===== config.mk =====
export PLATFORM = sky130hd
export DESIGN_NAME = cic_decim_controller_flat
export DESIGN_NICKNAME = d
export VERILOG_FILES = /design/src/rtl/cic_decim_controller_pkg.sv /design/src/rtl/cic_decim_controller_if.sv /design/src/rtl/cic_decim_controller_phase.sv /design/src/rtl/cic_decim_controller.sv /design/src/flat_wrapper.sv
export SDC_FILE = /design/constraint.sdc
export NUM_CORES = 1
export LEC_CHECK = 0
export CORE_MARGIN = 10
export CORE_UTILIZATION = 43
export DETAILED_ROUTE_END_ITERATION = 10
export PLACE_DENSITY = 0.76
export SKIP_CTS_REPAIR_TIMING = 1
export SYNTH_ARGS = -nofsm -noshare
export SYNTH_HDL_FRONTEND = slang
export SYNTH_HIERARCHICAL = 1
export SYNTH_SLANG_ARGS = --single-unit

===== constraint.sdc =====
create_clock -name clk -period 2.45 [get_ports clk]
set_clock_uncertainty 0.15 [all_clocks]
set_input_delay 0.245 -clock clk [delete_from_list [all_inputs] [get_ports clk]]
set_output_delay 0.245 -clock clk [all_outputs]
set_load 0.02 [all_outputs]

===== src/rtl/cic_decim_controller_pkg.sv =====
// Shared state codes and default parameters for the CIC decimation controller.
package cic_ctrl_pkg;

  typedef logic [1:0] state_t;

  localparam state_t ST_IDLE   = 2'd0;
  localparam state_t ST_SETTLE = 2'd1;
  localparam state_t ST_RUN    = 2'd2;

  localparam int DATA_W_DEF   = 24;
  localparam int RATIO_W_DEF  = 8;
  localparam int SETTLE_N_DEF = 3;
  localparam int MIN_RATIO    = 2;

endpackage


===== src/rtl/cic_decim_controller_if.sv =====
// Captured-sample stream between the controller and its consumer.
interface cic_decim_controller_if import cic_ctrl_pkg::*; #(
  parameter int DATA_W = DATA_W_DEF
);

  logic [DATA_W-1:0] out_data;
  logic              out_valid;
  logic              out_ready;

  modport master (output out_data, output out_valid, input out_ready);
  modport slave  (input out_data, input out_valid, output out_ready);

endinterface


===== src/rtl/cic_decim_controller_phase.sv =====
// Active-ratio register, decimation phase counter and strobe generation.
module decim_phase_counter import cic_ctrl_pkg::*; #(
  parameter int RATIO_W = RATIO_W_DEF
) (
  input  logic               clk,
  input  logic               rst,
  input  logic [RATIO_W-1:0] cfg_ratio,
  input  logic               cfg_load,
  input  logic               clr,
  input  logic               cnt_en,
  input  logic               stb_en,
  output logic               dec_stb
);

  logic [RATIO_W-1:0] ratio;
  logic [RATIO_W-1:0] phase;
  logic [RATIO_W-1:0] last;

  always_ff @(posedge clk or posedge rst) begin
    if (rst) begin
      ratio <= RATIO_W'(MIN_RATIO);
    end else if (cfg_load) begin
      ratio <= (cfg_ratio < RATIO_W'(MIN_RATIO)) ? RATIO_W'(MIN_RATIO) : cfg_ratio;
    end
  end

  assign last = ratio - RATIO_W'(1);

  always_ff @(posedge clk or posedge rst) begin
    if (rst) begin
      phase <= '0;
    end else if (clr) begin
      phase <= '0;
    end else if (cnt_en) begin
      phase <= (phase == last) ? '0 : phase + RATIO_W'(1);
    end
  end

  assign dec_stb = stb_en & (phase == last);

endmodule


===== src/rtl/cic_decim_controller.sv =====
// Sequences the CIC comb strobe, discards settling outputs and captures samples.
//   state  | meaning
//   IDLE   | disabled, phase held at 0, last sample still consumable
//   SETTLE | strobing, discarding the first SETTLE_N filter outputs
//   RUN    | strobing and capturing each filter output
module cic_decim_controller import cic_ctrl_pkg::*; #(
  parameter int DATA_W   = DATA_W_DEF,
  parameter int RATIO_W  = RATIO_W_DEF,
  parameter int SETTLE_N = SETTLE_N_DEF
) (
  input  logic                          clk,
  input  logic                          rst,
  input  logic                          en,
  input  logic [RATIO_W-1:0]            cfg_ratio,
  input  logic                          cfg_load,
  input  logic [DATA_W-1:0]             cic_out,
  output logic                          dec_stb,
  cic_decim_controller_if.master        stream,
  output logic                          overrun,
  input  logic                          clr_ovr,
  output state_t                        state
);

  localparam int CNT_W = (SETTLE_N < 1) ? 1 : $clog2(SETTLE_N + 1);

  logic [CNT_W-1:0] settle_cnt;
  logic             pending;
  logic             active;
  logic             restart;
  logic             cap;
  logic             ovr_set;

  assign active  = (state != ST_IDLE);
  assign restart = cfg_load & active;

  decim_phase_counter #(.RATIO_W(RATIO_W)) u_phase (
    .clk       (clk),
    .rst       (rst),
    .cfg_ratio (cfg_ratio),
    .cfg_load  (cfg_load),
    .clr       (~en | restart | ~active),
    .cnt_en    (active),
    .stb_en    (active & en),
    .dec_stb   (dec_stb)
  );

  always_ff @(posedge clk or posedge rst) begin
    if (rst) begin
      state      <= ST_IDLE;
      settle_cnt <= '0;
      pending    <= 1'b0;
    end else if (!en) begin
      state      <= ST_IDLE;
      settle_cnt <= '0;
      pending    <= 1'b0;
    end else if (restart) begin
      state      <= ST_SETTLE;
      settle_cnt <= '0;
      pending    <= 1'b0;
    end else begin
      case (state)
        ST_IDLE: begin
          state      <= ST_SETTLE;
          settle_cnt <= '0;
          pending    <= 1'b0;
        end
        ST_SETTLE: begin
          pending <= 1'b0;
          if (dec_stb) begin
            settle_cnt <= settle_cnt + CNT_W'(1);
            if (settle_cnt + CNT_W'(1) == CNT_W'(SETTLE_N)) state <= ST_RUN;
          end
        end
        ST_RUN:  pending <= dec_stb;
        default: state <= ST_IDLE;
      endcase
    end
  end

  // The filter output for a RUN strobe is valid one cycle later; a restart or disable drops it.
  assign cap     = pending & en & ~cfg_load;
  assign ovr_set = cap & stream.out_valid & ~stream.out_ready;

  always_ff @(posedge clk or posedge rst) begin
    if (rst) begin
      stream.out_data  <= '0;
      stream.out_valid <= 1'b0;
      overrun          <= 1'b0;
    end else begin
      if (cap) begin
        stream.out_data  <= cic_out;
        stream.out_valid <= 1'b1;
      end else if (stream.out_valid && stream.out_ready) begin
        stream.out_valid <= 1'b0;
      end
      overrun <= ovr_set | (overrun & ~clr_ovr);
    end
  end

endmodule


===== src/flat_wrapper.sv =====
// flat-port wrapper written by rule: the top's interface ports become plain ports
module cic_decim_controller_flat import cic_ctrl_pkg::*;
#(
  parameter int DATA_W   = DATA_W_DEF,
  parameter int RATIO_W  = RATIO_W_DEF,
  parameter int SETTLE_N = SETTLE_N_DEF
)
  (clk, rst, en, cfg_ratio, cfg_load, cic_out, dec_stb, overrun, clr_ovr, state, stream_out_data, stream_out_valid, stream_out_ready);
  cic_decim_controller_if #(.DATA_W(DATA_W)) stream_i ();
  input  logic clk;
  input  logic rst;
  input  logic en;
  input  logic [RATIO_W-1:0] cfg_ratio;
  input  logic cfg_load;
  input  logic [DATA_W-1:0] cic_out;
  output logic dec_stb;
  output logic overrun;
  input  logic clr_ovr;
  output state_t state;
  output wire logic [$bits(stream_i.out_data)-1:0] stream_out_data;
  output wire logic [$bits(stream_i.out_valid)-1:0] stream_out_valid;
  input wire logic [$bits(stream_i.out_ready)-1:0] stream_out_ready;
  assign stream_out_data = stream_i.out_data;
  assign stream_out_valid = stream_i.out_valid;
  assign stream_i.out_ready = stream_out_ready;
  cic_decim_controller #(.DATA_W(DATA_W), .RATIO_W(RATIO_W), .SETTLE_N(SETTLE_N)) u_core (.clk(clk), .rst(rst), .en(en), .cfg_ratio(cfg_ratio), .cfg_load(cfg_load), .cic_out(cic_out), .dec_stb(dec_stb), .stream(stream_i), .overrun(overrun), .clr_ovr(clr_ovr), .state(state));
endmodule

-- Word-level counts from Yosys, hierarchy flattened
Cells that the tools add are included.
- add/subtract/negate cells: 3
- magnitude comparators: 1
- equal/unequal tests: 9
- multiplexer cells: 18
- bitwise logic cells: 16
- reduce and logical (&&, ||, !) cells: 8
- operator list (cell ; number):
    $mux W8 ; 4
    $mux W2 ; 7
    $add A8 B1 Y8 const B ; 1
    $and A1 B1 Y1 ; 8
    $eq A8 B8 Y1 ; 1
    $lt A8 B2 Y1 const B ; 1
    $ne A4 B2 Y1 const B ; 2
    $sub A8 B1 Y8 const B ; 1
    $pmux W2 S3 ; 1
    $reduce_bool A2 Y1 ; 3
    $not A1 Y1 ; 5
    $eq A2 B2 Y1 const B ; 2
    $mux W1 ; 4
    $ne A4 B1 Y1 const B ; 1
    $ne A4 B3 Y1 const B ; 1
    $pmux W2 S2 ; 1
    $ne A3 B2 Y1 const B ; 1
    $or A1 B1 Y1 ; 3
    $reduce_and A3 Y1 ; 1
    $add A2 B1 Y2 const B ; 1
    $eq A2 B1 Y1 const B ; 1
    $logic_not A2 Y1 ; 1
    $pmux W1 S2 ; 1
    $reduce_and A2 Y1 ; 1
    2 further kinds ; 2
- register bits: 47
- input port bits: 38
- output and inout bits: 29
- logic and storage cells: 63

-- Logic depth before layout (Yosys ltp)
Gate-level depths: netlist (run 1).
- word-level depth: 7
- depth in mapped cells: 9
- mapped depth without buffers: 9

-- By module
Netlist (run 1), hierarchy kept.
- modules (own cells, without submodules) (module ; instances ; cells an instance ; area each (um^2) ; sequential area each (um^2)):
    cic_decim_controller ; 1 ; 85 ; 1335.0 ; 775.7
    decim_phase_counter ; 1 ; 106 ; 1052.3 ; 401.6

-- Worst setup path after synthesis (run 1)
OpenSTA, ideal clock, no wires.
- path kind: register to register
- from: reg u_core.u_phase.ratio[0]
- to: reg u_core.state[0]
- setup time: 0.119 ns
- arrival time: 2.485 ns
- required time: 2.181 ns
- setup slack: -0.304 ns
- cell stages (with the launch flop): 10
- buffers on the path: 0
- period minus slack after synthesis: 2.754 ns
- cell sequence: dfrtp_1 -> inv_1 -> ha_1 -> or3b_2 -> nor3_1 -> xnor2_1 -> a2111oi_4 -> and2_2 -> a31oi_1 -> o21a_1
- longest elaborated chain between the ends: 5
- RTL lines (item ; RTL line ; text):
    from (decl) ; cic_decim_controller_phase.sv:15 ; logic [RATIO_W-1:0] ratio;
    from (signal assigned) ; cic_decim_controller_phase.sv:21 ; ratio <= RATIO_W'(MIN_RATIO);
    from (signal assigned) ; cic_decim_controller_phase.sv:23 ; ratio <= (cfg_ratio < RATIO_W'(MIN_RATIO)) ? RATIO_W'(MIN_RATIO) : cfg_ratio;
    $sub A8 B1 Y8 ; cic_decim_controller_phase.sv:27 ; assign last = ratio - RATIO_W'(1);
    $eq A8 B8 Y1 ; cic_decim_controller_phase.sv:39 ; assign dec_stb = stb_en & (phase == last);
    $and A1 B1 Y1 ; cic_decim_controller_phase.sv:39 ;
    net dec_stb ; flat_wrapper.sv:16 ; output logic dec_stb;
    $ne A4 B3 Y1 (no line) ; n/a ;
    $reduce_and A3 Y1 (no line) ; n/a ;
    to (signal assigned) ; cic_decim_controller.sv:49 ; state <= ST_IDLE;
    to (signal assigned) ; cic_decim_controller.sv:53 ; state <= ST_IDLE;
    to (signal assigned) ; cic_decim_controller.sv:57 ; state <= ST_SETTLE;
    to (decl) ; cic_decim_controller.sv:21 ; output state_t state
The timed path passes the listed nets, and every way through them passes these cells.
A chain may end at the register's enable or synchronous reset.

-- Final worst setup path (run 1)
- from: reg u_core.u_phase.ratio[1]
- to: out dec_stb
- longest elaborated chain between the ends: 3
- RTL lines (item ; RTL line):
    $sub A8 B1 Y8 ; cic_decim_controller_phase.sv:27
    $eq A8 B8 Y1 ; cic_decim_controller_phase.sv:39
    $and A1 B1 Y1 ; cic_decim_controller_phase.sv:39
    to (decl) ; flat_wrapper.sv:16
No other way between the ends.

==> run metrics, run 1 <==
Starting DRT DRC Count 88; layout cell share with drive strength beyond 1 26.9%; Final Worst Setup Slack -0.299 ns; die area 8930 sq um; Worst path slowest cell or4_4; worst stage delay on the critical path 0.54 ns; synthesized area per cell 12.5 sq um; routed vias/inst between 5 and 6; Async SR Flop Fraction 100%; Slew Limit Fails 0; Clock Latency Late Sink 0.30 ns; main area contributors after synthesis dfrtp_1, mux2_4, mux2_2; Mapped Cells roughly 190; nets 315; r2r worst-path depth 8; cell taking the most area after synthesis dfrtp_1; TritonCTS clock tree done; Placeable Area 5440 sq um; GRT overflow 0; Post-synth EDFFs 0; Worst slew margin ~59%; Sink Count 47; status finished, violations left; Fmax 364 MHz; clock root buffer clkbuf_8; post-route cell area 3390 sq um; Max Cap Viol 0; DRC viols 0; critical setup path kind register to output pin; Leakage 1.54 nW; reg-to-reg critical path endpoint u_core/state[0]$_DFFE_PP0P_; peak supply drop 0.000344 V; Cell variety after synth 47; worst reg2reg path startpoint u_core/u_phase/ratio[1]$_DFFE_PP1P_; share of the synthesized area in the top cell type 48.2%; DRT Wirelength 5.62 mm; TNS Setup -0.882 ns; register bit count reported by yosys 47; Vias 1,782; Yosys Warn Count 6; arrival time worst endpoint 2.35 ns; setup violators final 8; deepest clock path buffer count 2; WP data required 2.06 ns; worst slew pin tran roughly 0.6 ns; Final Hold Viols 0; post-synth net total 232; Main synth FF type dfrtp_1; PortBufs 66; drt pass-1 iters 4; DR WL/cell 16.2 um; Total GRT Usage 12.5%; die height between 90 and 100 um; area grow syn2layout 41.9%; vias in the first global route about 1,900; RSZ-0062 raised after global routing true; setup slack, reg-to-reg -0.14 ns; CP startpoint kind register; Critical Path End Type output pin; row count 27; GPL Wtd Cong 0.814; remaining antenna violation count after routing 0; DP Area 3240 sq um; post-DP HPWL approximately 4.2 mm; initial antenna violation count 0; post-synthesis sequential area ratio 49.3%; CP Launch Point u_core/u_phase/ratio[1]$_DFFE_PP1P_; first-pass GRT wire length 8.93 mm; violated checks negative setup slack; Die Wd 94.5 um; final worst path period need 2.75 ns; pin count of the biggest net entering global routing 32; Power Density around 460 nW/um^2; commonest non-fill, non-tap cell in the layout clkdlybuf4s50_1; Syn Std Cell Area between 2000 and 2500 sq um; Initial Util 43.9%; Antenna Cells 0; CP max FO 4; crit path cell chain or4_4 -> and4bb_2 -> a311oi_2 -> a2111oi_4 -> and2_4 -> buf_6; worst setup path end dec_stb; crit share post-route 112%; clock slew at reported path FFs 0.09 ns; I/O pin count 67; H-tree Lvls 2; TritonCTS Buffers 5; most frequent cells in the layout clkdlybuf4s50_1, dfrtp_1, buf_4; Hold Path Class input pin to async pin
==> worst min path at each step <==
stage | endpoint | cells past startpoint | slack (ns) | from
floorplan | u_core/u_phase/phase[0]$_DFFE_PP0P_ | 1 | 0.008 | rst
global placement | u_core/stream.out_data[14]$_DFFE_PP0P_ | 1 | 0.34 | u_core/stream.out_data[14]$_DFFE_PP0P_
detailed placement | u_core/stream.out_data[7]$_DFFE_PP0P_ | 1 | 0.34 | u_core/stream.out_data[7]$_DFFE_PP0P_
CTS | u_core/stream.out_data[12]$_DFFE_PP0P_ | 3 | 0.20 | rst
global route | u_core/stream.out_data[4]$_DFFE_PP0P_ | 3 | 0.24 | rst
finish | u_core/stream.out_data[12]$_DFFE_PP0P_ | 3 | 0.19 | rst
==> stage by stage <==
| stage | setup slack (ns) | util, % | power (W) | hold WS (ns) | instances |
|---|---|---|---|---|---|
| floorplan | -0.140 | - | 0.000911 | 0.00802 | 191 |
| global placement | -0.461 | 59.6 | 0.00101 | 0.337 | 339 |
| detailed placement | -0.489 | 59.6 | 0.00102 | 0.340 | 339 |
| CTS | -0.836 | 61.6 | 0.00158 | 0.204 | 347 |
| global route | -0.377 | 62.3 | 0.00165 | 0.240 | 347 |
| finish | -0.299 | 62.3 | 0.00157 | 0.186 | 347 |
==> final cells by class <==
class	count	area, sq um
clock buffers	5	68.8
clock inverters	3	43.8
fillers	455	2050
inverters	8	30.0
multi-input cells	127	1170
flip-flops and latches	47	1180
well taps	72	90.1
repair buffers	85	805
==> report_power, final <==
part / switching, W / internal (W)
logic: 0.0000837 / 0.000119
registers: 0.0000146 / 0.000791
clock network: 0.000263 / 0.000304
total: 0.000361 / 0.00121
==> cell usage after synthesis, drive strengths merged, types with 2 or more instances <==
cell type	instances
nor3	3
o21ai	2
dfrtp	46
o32ai	2
nand4bb	2
inv	8
nand2b	5
nor2	8
a21oi	3
clkbuf	6
or4	2
and3	5
xnor2	6
mux2i	3
ha	3
nor3b	2
and2	3
xor2	3
nand2	6
o22ai	3
a2111oi	6
nand3	8
mux2	30
buf	3
nand3b	4
a31oi	3
a22oi	2
==> sequential cells by signal (all words and copies together), names as in the netlist <==
register / flops
u_core/overrun: 1
u_core/settle_cnt: 2
u_core/state: 2
u_core/stream.out_valid: 1
u_core/stream.out_data: 24
u_core/u_phase/phase: 8
u_core/u_phase/ratio: 8
u_core/pending: 1
==> logic make-up (layout without fill, tap and decap cells) <==
logic type	after synthesis	in the layout	synth area share, %
flops	47	47	49.3
buf+inv	17	101	3.46
fa+ha+maj	3	3	1.57
mux	33	33	18.2
compound gates	27	27	9.54
xor+xnor	9	9	3.30
simple gates	55	55	14.6
==> layer usage <==
layer	GRT usage, %	vias up	share of wire, %
met1	14.0	871	41
met3	6.58	8	9.4
met2	19.9	47	48
met4	4.24	0	1.3
li1	-	856	-
met5	0	-	0
==> worst max-delay path: cells and delay by family, from the launching register on <==
kind	cells	cell delay, ns
compound gates	2	0.47
simple gates	3	1.08
buf+inv	1	0.11
flops	1	0.39
Note: power is estimated with default switching activity, not from simulation.
==> run 2: changes to the inputs <==
--- a/config.mk
+++ b/config.mk
@@ -9,7 +9,6 @@
 export CORE_UTILIZATION = 43
 export DETAILED_ROUTE_END_ITERATION = 10
 export PLACE_DENSITY = 0.76
-export SKIP_CTS_REPAIR_TIMING = 1
 export SYNTH_ARGS = -nofsm -noshare
 export SYNTH_HDL_FRONTEND = slang
 export SYNTH_HIERARCHICAL = 1
==> run 2 against run 1 <==
The run still ends with negative setup slack left. Clock-buffer cell count stayed put. Sequential cell count stayed put. Wire length is 1.7% lower. Utilization is 0.35 points higher. Final area is 0.55% higher. Sequential power hardly changed. Combinational power is 2% higher. Clock power hardly changed. Fmax is 2.4% higher.
==> run metrics, run 2 (synthesis results as in run 1) <==
Worst slew margin 58.6%; Slew Limit Fails 0; Placeable Area 5440 sq um; deepest clock path buffer count 2; status finished, violations left; critical setup path kind register to output pin; DRT Wirelength 5.53 mm; arrival time worst endpoint 2.29 ns; max FFs per register 24; crit share post-route 110%; clock root buffer clkbuf_8; Final Hold Viols 0; post-DP HPWL 4.20 mm; initial antenna violation count 0; Starting DRT DRC Count 58; largest register by flop count u_core/stream.out_data; GRT overflow 0; setup violators final 11; vias in the first global route between 1,500 and 2,000; area grow syn2layout 42.7%; setup slack, reg-to-reg -0.12 ns; reg-to-reg critical path endpoint u_core/settle_cnt[1]$_DFFE_PP0P_; layout cell share with drive strength beyond 1 28.0%; pin count of the biggest net entering global routing 32; commonest non-fill, non-tap cell in the layout clkdlybuf4s50_1; largest registers u_core/stream.out_data: 24 flops, u_core/u_phase/phase: 8 flops, u_core/u_phase/ratio: 8 flops; M2 GR Usage roughly 20%; drt pass-1 iters 4; most frequent cells in the layout clkdlybuf4s50_1, dfrtp_1, buf_4; routed vias/inst 5.13; CP max FO 4; Clock Latency Late Sink 0.30 ns; Leakage 1.54 nW; Total GRT Usage around an eighth; Power Density 463 nW/um^2; row count 27; Antenna Cells 0; M3 GR Usage 6.58%; I/O pin count 67; overall power 0.00158 W; PortBufs 66; Filler Cells Inserted 449; Die Wd 94.5 um; r2r worst-path depth 8; worst slew pin tran 0.621 ns; die area 8930 sq um; DRC viols 0; first-pass GRT wire length about 9 mm; met1 usage 13.9%; die height roughly 95 um; remaining antenna violation count after routing 0; worst hold slack 0.188 ns; Sink Count 47; DR WL/cell between 15 and 20 um; TNS Setup -0.796 ns; # hold bufs at CTS 0; final worst path period need 2.68 ns; RSZ-0062 raised after global routing true; GPL Wtd Cong 0.814; WP data required 2.06 ns; Final Worst Setup Slack -0.233 ns; nets approximately 320; Hold Path Class input pin to async pin; Max Cap Viol 0; TritonCTS clock tree done; setup bufs post-CTS 0; clock slew at reported path FFs 0.09 ns; CP startpoint kind register; Fmax 373 MHz; H-tree Lvls 2; Critical Path End Type output pin; violated checks negative setup slack; GRT busiest layer met2; pre-CTS setup slack -0.489 ns; peak supply drop 0.000362 V; Vias 1,781; worst reg2reg path startpoint u_core/u_phase/ratio[1]$_DFFE_PP1P_; Initial Util 43.9%; TritonCTS Buffers 5
==> run 2: cell types whose count changed in the layout (fill, tap and decap cells not counted) <==
cell / change
a21oi_2: -1
nor3_2: +1
a2111oi_4: +1
inv_2: +1
a22oi_2: +2
a2111oi_0: -1
a21oi_1: +1
a22oi_1: -2
inv_1: -1
nor3_4: -1
==> run 2: worst max-delay path: stages, from the launching register on <==
cell       delay (ns)
dfstp_2          0.39
or4_4            0.54
nor2_1           0.17
nand3_1          0.15
a2111oi_4        0.40
and2_4           0.22
buf_6            0.11
==> run 2: final cells by class <==
cell class / instances / area, sq um / share of cell area [%]
flip-flops and latches: 47 / 1180 / 34.6
repair buffers: 85 / 805 / 23.6
well taps: 72 / 90.1 / 2.64
clock buffers: 5 / 68.8 / 2.02
clock inverters: 3 / 43.8 / 1.29
multi-input cells: 127 / 1190 / 35.0
inverters: 8 / 30.0 / 0.881
==> run 2: layer usage <==
layer / vias up / share of wire (%)
li1: 855 / -
met1: 873 / 40
met2: 47 / 49
met3: 6 / 9.7
met4: 0 / 1.3
met5: - / 0
==> run 2: worst max-delay path by stage <==
stage	from	end	slack, ns	cells after the start
4_1_cts	u_core/u_phase/ratio[1]$_DFFE_PP1P_	dec_stb	-0.27	6
6_report	u_core/u_phase/ratio[1]$_DFFE_PP1P_	dec_stb	-0.23	6
2_1_floorplan	u_core/u_phase/ratio[0]$_DFFE_PP0P_	u_core/state[0]$_DFFE_PP0P_	-0.14	7
3_5_place_dp	u_core/u_phase/ratio[0]$_DFFE_PP0P_	dec_stb	-0.49	6
3_3_place_gp	u_core/u_phase/ratio[0]$_DFFE_PP0P_	dec_stb	-0.46	6
5_1_grt	u_core/u_phase/ratio[1]$_DFFE_PP1P_	dec_stb	-0.33	6
==> run 2: timing repair <==
action / CTS / global route
resized for setup: 17 / 2
endpoints found under the setup margin: 11 / 12
pin swaps: 7 / 3
==> run 2: report_power, final <==
part / switching (W) / internal [W]
registers: 0.0000147 / 0.000791
logic: 0.0000846 / 0.000121
clock network: 0.000261 / 0.000304
==> run 2: per-stage QoR <==
stage	utilization, %	instances	cell area (sq um)
after floorplan	-	191	2400
after global placement	59.6	339	3240
after detailed placement	59.6	339	3240
after CTS	62.5	347	3400
after global routing	62.6	347	3410
final	62.6	347	3410
